[config.mk]
export PLATFORM = sky130hd
export DESIGN_NAME = accum_wr_scheduler_flat
export DESIGN_NICKNAME = d
export VERILOG_FILES = /design/src/rtl/accum_wr_scheduler_if.sv /design/src/rtl/accum_wr_scheduler.sv /design/src/flat_wrapper.sv
export SDC_FILE = /design/constraint.sdc
export NUM_CORES = 1
export LEC_CHECK = 0
export BUFFER_PORTS_ARGS = -buffer_cell sky130_fd_sc_hd__buf_2
export CORE_MARGIN = 10
export CORE_UTILIZATION = 27
export CTS_CLUSTER_DIAMETER = 60
export DETAILED_ROUTE_END_ITERATION = 10
export PLACE_DENSITY_LB_ADDON = 0.15
export SYNTH_ARGS = -nofsm -noshare
export SYNTH_HDL_FRONTEND = slang
export SYNTH_SLANG_ARGS = --single-unit
[constraint.sdc]
create_clock -name clk -period 1.86 [get_ports clk]
set_input_delay 0.372 -clock clk [delete_from_list [all_inputs] [get_ports clk]]
set_output_delay 0.372 -clock clk [all_outputs]
set_load 0.01 [all_outputs]
[src/rtl/accum_wr_scheduler_if.sv]
// Job-control / row-stream bundle for the accumulator-table write scheduler.
// The master drives start, config and row_valid; the slave returns the write stream and status.
interface accum_wr_scheduler_if #(
  parameter int MAX_OUT_ROWS = 128,
  parameter int MAX_OUT_COLS = 128,
  parameter int SYS_ARR_ROWS = 16,
  parameter int SYS_ARR_COLS = 16
);
  localparam int ROW_W = $clog2(SYS_ARR_ROWS);
  localparam int M_W   = $clog2(MAX_OUT_ROWS / SYS_ARR_ROWS);
  localparam int N_W   = $clog2(MAX_OUT_COLS / SYS_ARR_COLS);

  logic             start;
  logic [M_W-1:0]   cfg_last_m;
  logic [N_W-1:0]   cfg_last_n;
  logic             row_valid;
  logic             wr_en;
  logic [ROW_W-1:0] sub_row;
  logic [M_W-1:0]   submat_m;
  logic [N_W-1:0]   submat_n;
  logic             busy;
  logic             done;
  logic             err;

  modport master (
    output start, cfg_last_m, cfg_last_n, row_valid,
    input  wr_en, sub_row, submat_m, submat_n, busy, done, err
  );

  modport slave (
    input  start, cfg_last_m, cfg_last_n, row_valid,
    output wr_en, sub_row, submat_m, submat_n, busy, done, err
  );
endinterface

[src/rtl/accum_wr_scheduler.sv]
// Walks sub_row (innermost), submat_n, submat_m over one output-matrix job and issues one
// registered accumulator-table write per valid column-0 result row.
module accum_wr_scheduler #(
  parameter int MAX_OUT_ROWS = 128,
  parameter int MAX_OUT_COLS = 128,
  parameter int SYS_ARR_ROWS = 16,
  parameter int SYS_ARR_COLS = 16
) (
  input  logic                 clk,
  input  logic                 reset,
  accum_wr_scheduler_if.slave  bus
);
  localparam int ROW_W = $clog2(SYS_ARR_ROWS);
  localparam int M_W   = $clog2(MAX_OUT_ROWS / SYS_ARR_ROWS);
  localparam int N_W   = $clog2(MAX_OUT_COLS / SYS_ARR_COLS);

  localparam logic [1:0] ST_IDLE = 2'd0;
  localparam logic [1:0] ST_RUN  = 2'd1;
  localparam logic [1:0] ST_DONE = 2'd2;

  localparam logic [ROW_W-1:0] ROW_LAST = ROW_W'(SYS_ARR_ROWS - 1);

  logic [1:0]       state_q,    state_d;
  logic [ROW_W-1:0] row_q,      row_d;
  logic [N_W-1:0]   n_q,        n_d;
  logic [M_W-1:0]   m_q,        m_d;
  logic [M_W-1:0]   last_m_q,   last_m_d;
  logic [N_W-1:0]   last_n_q,   last_n_d;
  logic             wr_en_q,    wr_en_d;
  logic [ROW_W-1:0] sub_row_q,  sub_row_d;
  logic [M_W-1:0]   submat_m_q, submat_m_d;
  logic [N_W-1:0]   submat_n_q, submat_n_d;
  logic             busy_q,     busy_d;
  logic             done_q,     done_d;
  logic             err_q,      err_d;

  always_comb begin
    state_d    = state_q;
    row_d      = row_q;
    n_d        = n_q;
    m_d        = m_q;
    last_m_d   = last_m_q;
    last_n_d   = last_n_q;
    wr_en_d    = 1'b0;
    sub_row_d  = sub_row_q;
    submat_m_d = submat_m_q;
    submat_n_d = submat_n_q;
    done_d     = 1'b0;
    // A row outside RUN is dropped and flagged until reset.
    err_d      = err_q | (bus.row_valid && (state_q != ST_RUN));

    case (state_q)
      ST_IDLE: begin
        if (bus.start) begin
          last_m_d = bus.cfg_last_m;
          last_n_d = bus.cfg_last_n;
          row_d    = '0;
          n_d      = '0;
          m_d      = '0;
          state_d  = ST_RUN;
        end
      end
      ST_RUN: begin
        if (bus.row_valid) begin
          wr_en_d    = 1'b1;
          sub_row_d  = row_q;
          submat_n_d = n_q;
          submat_m_d = m_q;
          if (row_q == ROW_LAST) begin
            row_d = '0;
            if (n_q == last_n_q) begin
              n_d = '0;
              if (m_q == last_m_q) begin
                state_d = ST_DONE;
                done_d  = 1'b1;
              end else begin
                m_d = m_q + M_W'(1);
              end
            end else begin
              n_d = n_q + N_W'(1);
            end
          end else begin
            row_d = row_q + ROW_W'(1);
          end
        end
      end
      ST_DONE: state_d = ST_IDLE;
      default: state_d = ST_IDLE;
    endcase

    busy_d = (state_d != ST_IDLE);
  end

  always_ff @(posedge clk) begin
    if (reset) begin
      state_q    <= ST_IDLE;
      row_q      <= '0;
      n_q        <= '0;
      m_q        <= '0;
      last_m_q   <= '0;
      last_n_q   <= '0;
      wr_en_q    <= 1'b0;
      sub_row_q  <= '0;
      submat_m_q <= '0;
      submat_n_q <= '0;
      busy_q     <= 1'b0;
      done_q     <= 1'b0;
      err_q      <= 1'b0;
    end else begin
      state_q    <= state_d;
      row_q      <= row_d;
      n_q        <= n_d;
      m_q        <= m_d;
      last_m_q   <= last_m_d;
      last_n_q   <= last_n_d;
      wr_en_q    <= wr_en_d;
      sub_row_q  <= sub_row_d;
      submat_m_q <= submat_m_d;
      submat_n_q <= submat_n_d;
      busy_q     <= busy_d;
      done_q     <= done_d;
      err_q      <= err_d;
    end
  end

  assign bus.wr_en    = wr_en_q;
  assign bus.sub_row  = sub_row_q;
  assign bus.submat_m = submat_m_q;
  assign bus.submat_n = submat_n_q;
  assign bus.busy     = busy_q;
  assign bus.done     = done_q;
  assign bus.err      = err_q;
endmodule
[src/flat_wrapper.sv]
// flat-port wrapper written by rule: the top's interface ports become plain ports
module accum_wr_scheduler_flat 
#(
  parameter int MAX_OUT_ROWS = 128,
  parameter int MAX_OUT_COLS = 128,
  parameter int SYS_ARR_ROWS = 16,
  parameter int SYS_ARR_COLS = 16
)
  (clk, reset, bus_start, bus_cfg_last_m, bus_cfg_last_n, bus_row_valid, bus_wr_en, bus_sub_row, bus_submat_m, bus_submat_n, bus_busy, bus_done, bus_err);
  accum_wr_scheduler_if #(.MAX_OUT_ROWS(MAX_OUT_ROWS), .MAX_OUT_COLS(MAX_OUT_COLS), .SYS_ARR_ROWS(SYS_ARR_ROWS), .SYS_ARR_COLS(SYS_ARR_COLS)) bus_i ();
  input  logic clk;
  input  logic reset;
  input wire logic [$bits(bus_i.start)-1:0] bus_start;
  input wire logic [$bits(bus_i.cfg_last_m)-1:0] bus_cfg_last_m;
  input wire logic [$bits(bus_i.cfg_last_n)-1:0] bus_cfg_last_n;
  input wire logic [$bits(bus_i.row_valid)-1:0] bus_row_valid;
  output wire logic [$bits(bus_i.wr_en)-1:0] bus_wr_en;
  output wire logic [$bits(bus_i.sub_row)-1:0] bus_sub_row;
  output wire logic [$bits(bus_i.submat_m)-1:0] bus_submat_m;
  output wire logic [$bits(bus_i.submat_n)-1:0] bus_submat_n;
  output wire logic [$bits(bus_i.busy)-1:0] bus_busy;
  output wire logic [$bits(bus_i.done)-1:0] bus_done;
  output wire logic [$bits(bus_i.err)-1:0] bus_err;
  assign bus_i.start = bus_start;
  assign bus_i.cfg_last_m = bus_cfg_last_m;
  assign bus_i.cfg_last_n = bus_cfg_last_n;
  assign bus_i.row_valid = bus_row_valid;
  assign bus_wr_en = bus_i.wr_en;
  assign bus_sub_row = bus_i.sub_row;
  assign bus_submat_m = bus_i.submat_m;
  assign bus_submat_n = bus_i.submat_n;
  assign bus_busy = bus_i.busy;
  assign bus_done = bus_i.done;
  assign bus_err = bus_i.err;
  accum_wr_scheduler #(.MAX_OUT_ROWS(MAX_OUT_ROWS), .MAX_OUT_COLS(MAX_OUT_COLS), .SYS_ARR_ROWS(SYS_ARR_ROWS), .SYS_ARR_COLS(SYS_ARR_COLS)) u_core (.clk(clk), .reset(reset), .bus(bus_i));
endmodule
==> metrics.yaml <==
synthesis:
  ys_ff_latch: 32
  netlist_top_cells_count: "nand2_1 (37), dfxtp_1 (32), a21oi_1 (19)"
  syn-num-nets: 166
  avgSynthCellArea_um2: 8.775
  synth_top_area_frac: 0.4772
  synth-edff-count: 0
  yosysSeqAreaShare: 0.4772
  syn_area_um2: 1343
  yosysTopAreaCell: "dfxtp_1"
  synthArstFlopShare: 0
  synth_cells: 153
  synth.most_common_cell: "nand2_1"
  yosysUniqueCellTypes: 35
  yosys_warnings: 0
  yosys-top-cells-area: "dfxtp_1 (48%), nand2_1 (10%), a21oi_1 (7.1%)"
  synth_flop_cell: "dfxtp_1"
critical_path:
  timing.rr.start: "u_core.row_q[0]"
  setup.worst_path.end_class: "register"
  startpoint: "u_core.row_q[0]"
  cp_max_fo: 5
  start_kind: "register"
  crit_arrival_ps: 1870
  worstRegToRegCells: 5
  critPathKind: "reg -> reg"
  cp.required_ps: 2070
timing:
  maxSlewViolCount: 0
  post-route-period-util: 0.8951
  tightest_slew_ps: 491.4
  fin_ws_ps: 195.0
  hold_viol: 0
  fin_skew_ps: 6.934
  slew_headroom: 0.6699
  setup_tns_ps: 0
  setup_violations: 0
  min_period_ps: 1665
  rsz0062_at_grt: "false"
  max_freq_mhz: 600.6
hold_path:
  hold_path_depth: 3
  hp-class: "in -> reg"
  hold_start: "bus_cfg_last_n[1]"
die:
  initial_core_util: 0.2805
  ios: 24
  die_h_um: 90.52
  die_x_um: 90.52
  design.core.area_um2: 4786
  die_area_um2: 8193
  rows: 25
placed_design:
  dpl.hpwl_um: 2457
  dp_slack_ps: 216.7
  dp.cells: 241
  port_buffers: 23
  gp_congestion: 0.7685
  placed_area_um2: 1545
clock_network:
  path_clk_slew_ps: 70
  postCtsSetupRepairBufs: 0
  htree_levels: 2
  cts_tree: "built"
  clk_latency_ps: 280
  cts_sinks: 32
  cts_hold_buf: 0
  cts_resized: 0
  ctsRootBufferMaster: "clkbuf_8"
  cts_buffer_depth: 2
  cts_made_buffers: 5
grt:
  gr-total-overflow: 0
  grt_first_pass_wirelength_um: 5658
  grt_pass1_vias: 1160
  antenna_found_initial: 0
  grt_max_degree: 23
  grt_usage: 0.08491
cells_and_area:
  areaGrowthSynthToFinish_pct: 22.27
  final_nets: 194
  drive_above_1_share: 0.2376
  n_fill_cell: 522
  instances_no_fill: 248
  fin_area_um2: 1642
  n_antenna_cell: 0
detailed_routing:
  drt_first_pass_iters: 4
  vias: 1130
  postRouteAntennaNets: 0
  wl_um: 3228
  vias_per_cell: 4.556
  drtIter0Drc: 78
  drc: 0
  wl_per_cell_um: 13.02
pwr:
  peakVddDrop_uv: 434.5
  power-per-cell-area_nw_per_um2: 871.3
  power.leakage_nw: 0.6831
run:
  drv_cap: 0
run_status:
  run_status: "complete, no violations"
registers in the layout, summed over array words and instances, names as in the netlist, 2 cells and up:
signal / cells
u_core.m_q: 3
u_core.bus.submat_n: 3
u_core.bus.sub_row: 4
u_core.last_m_q: 3
u_core.last_n_q: 3
u_core.row_q: 4
u_core.n_q: 3
u_core.bus.submat_m: 3
u_core.state_q: 2
through the flow:
| stage | power [mW] | hold slack [ps] | util |
|---|---|---|---|
| finish | 1.430 | 330.7 | 0.3430 |
| global route | 1.501 | 337.2 | 0.3430 |
| CTS | 1.455 | 320.6 | 0.3430 |
| detailed placement | 0.8778 | 447.0 | 0.3229 |
| global placement | 0.8753 | 448.5 | 0.3229 |
| floorplan | 0.8286 | 447.8 | - |
layer usage:
metal | up-vias | global-route usage | share of wire
met5 | - | 0 | 0
met2 | 25 | 0.1430 | 0.50
li1 | 580 | - | -
met1 | 520 | 0.09100 | 0.42
met3 | 5 | 0.03491 | 0.061
met4 | 0 | 0.03714 | 0.017
placed cells by master, fill, tap and decap left out, types with 2 or more instances in the layout:
cell | Yosys | final
nand2_1 | 37 | 37
dfxtp_1 | 32 | 32
buf_2 | 3 | 23
a21oi_1 | 19 | 19
nor2_1 | 7 | 7
clkbuf_8 | 0 | 7
buf_4 | 0 | 6
nor3_1 | 5 | 5
xor2_1 | 5 | 5
and3_1 | 4 | 4
xnor2_1 | 3 | 3
nand3_1 | 3 | 3
ha_1 | 3 | 3
nor3b_1 | 2 | 2
nand4_1 | 2 | 2
o311ai_0 | 2 | 2
inv_1 | 2 | 2
mux2i_1 | 2 | 2
worst paths after layout:
kind,to,slack [ps]
setup / recovery,u_core.m_q[2],200
hold reg to reg,u_core.bus.submat_n[2],450
setup reg to reg,u_core.m_q[2],200
hold / removal,u_core.last_n_q[1],330
critical path, stage by stage, from the launching register on:
cell and delay (ps):
dfxtp_1 410, ha_1 210, and3_1 220, nand4_1 130, or4_1 480, a21oi_1 140
cells by family (layout without fill, tap and decap cells):
kind of cell / Yosys count / count (layout) / synth area share
simple gates: 69 / 69 / 0.2451
flops: 32 / 32 / 0.4772
compound gates: 28 / 28 / 0.1379
buf+inv: 10 / 38 / 0.03634
xor+xnor: 8 / 8 / 0.05219
fa+ha+maj: 3 / 3 / 0.02796
mux: 3 / 3 / 0.02330
final cells by class:
cell class / instances / area (um^2) / share of cell area
Timing Repair Buffer: 29 / 160.2 / 0.09756
Inverter: 2 / 7.507 / 0.004573
Tap cell: 67 / 83.83 / 0.05107
Sequential cell: 32 / 640.6 / 0.3902
Clock buffer: 7 / 96.34 / 0.05869
Multi-Input combinational cell: 111 / 653.1 / 0.3979
power by group:
group          total, mW  switching (mW)  internal (mW)
combinational      0.141          0.0820         0.0587
sequential         0.720          0.0157          0.704
clock              0.569           0.240          0.329
Power figures use the tool's default switching activity.
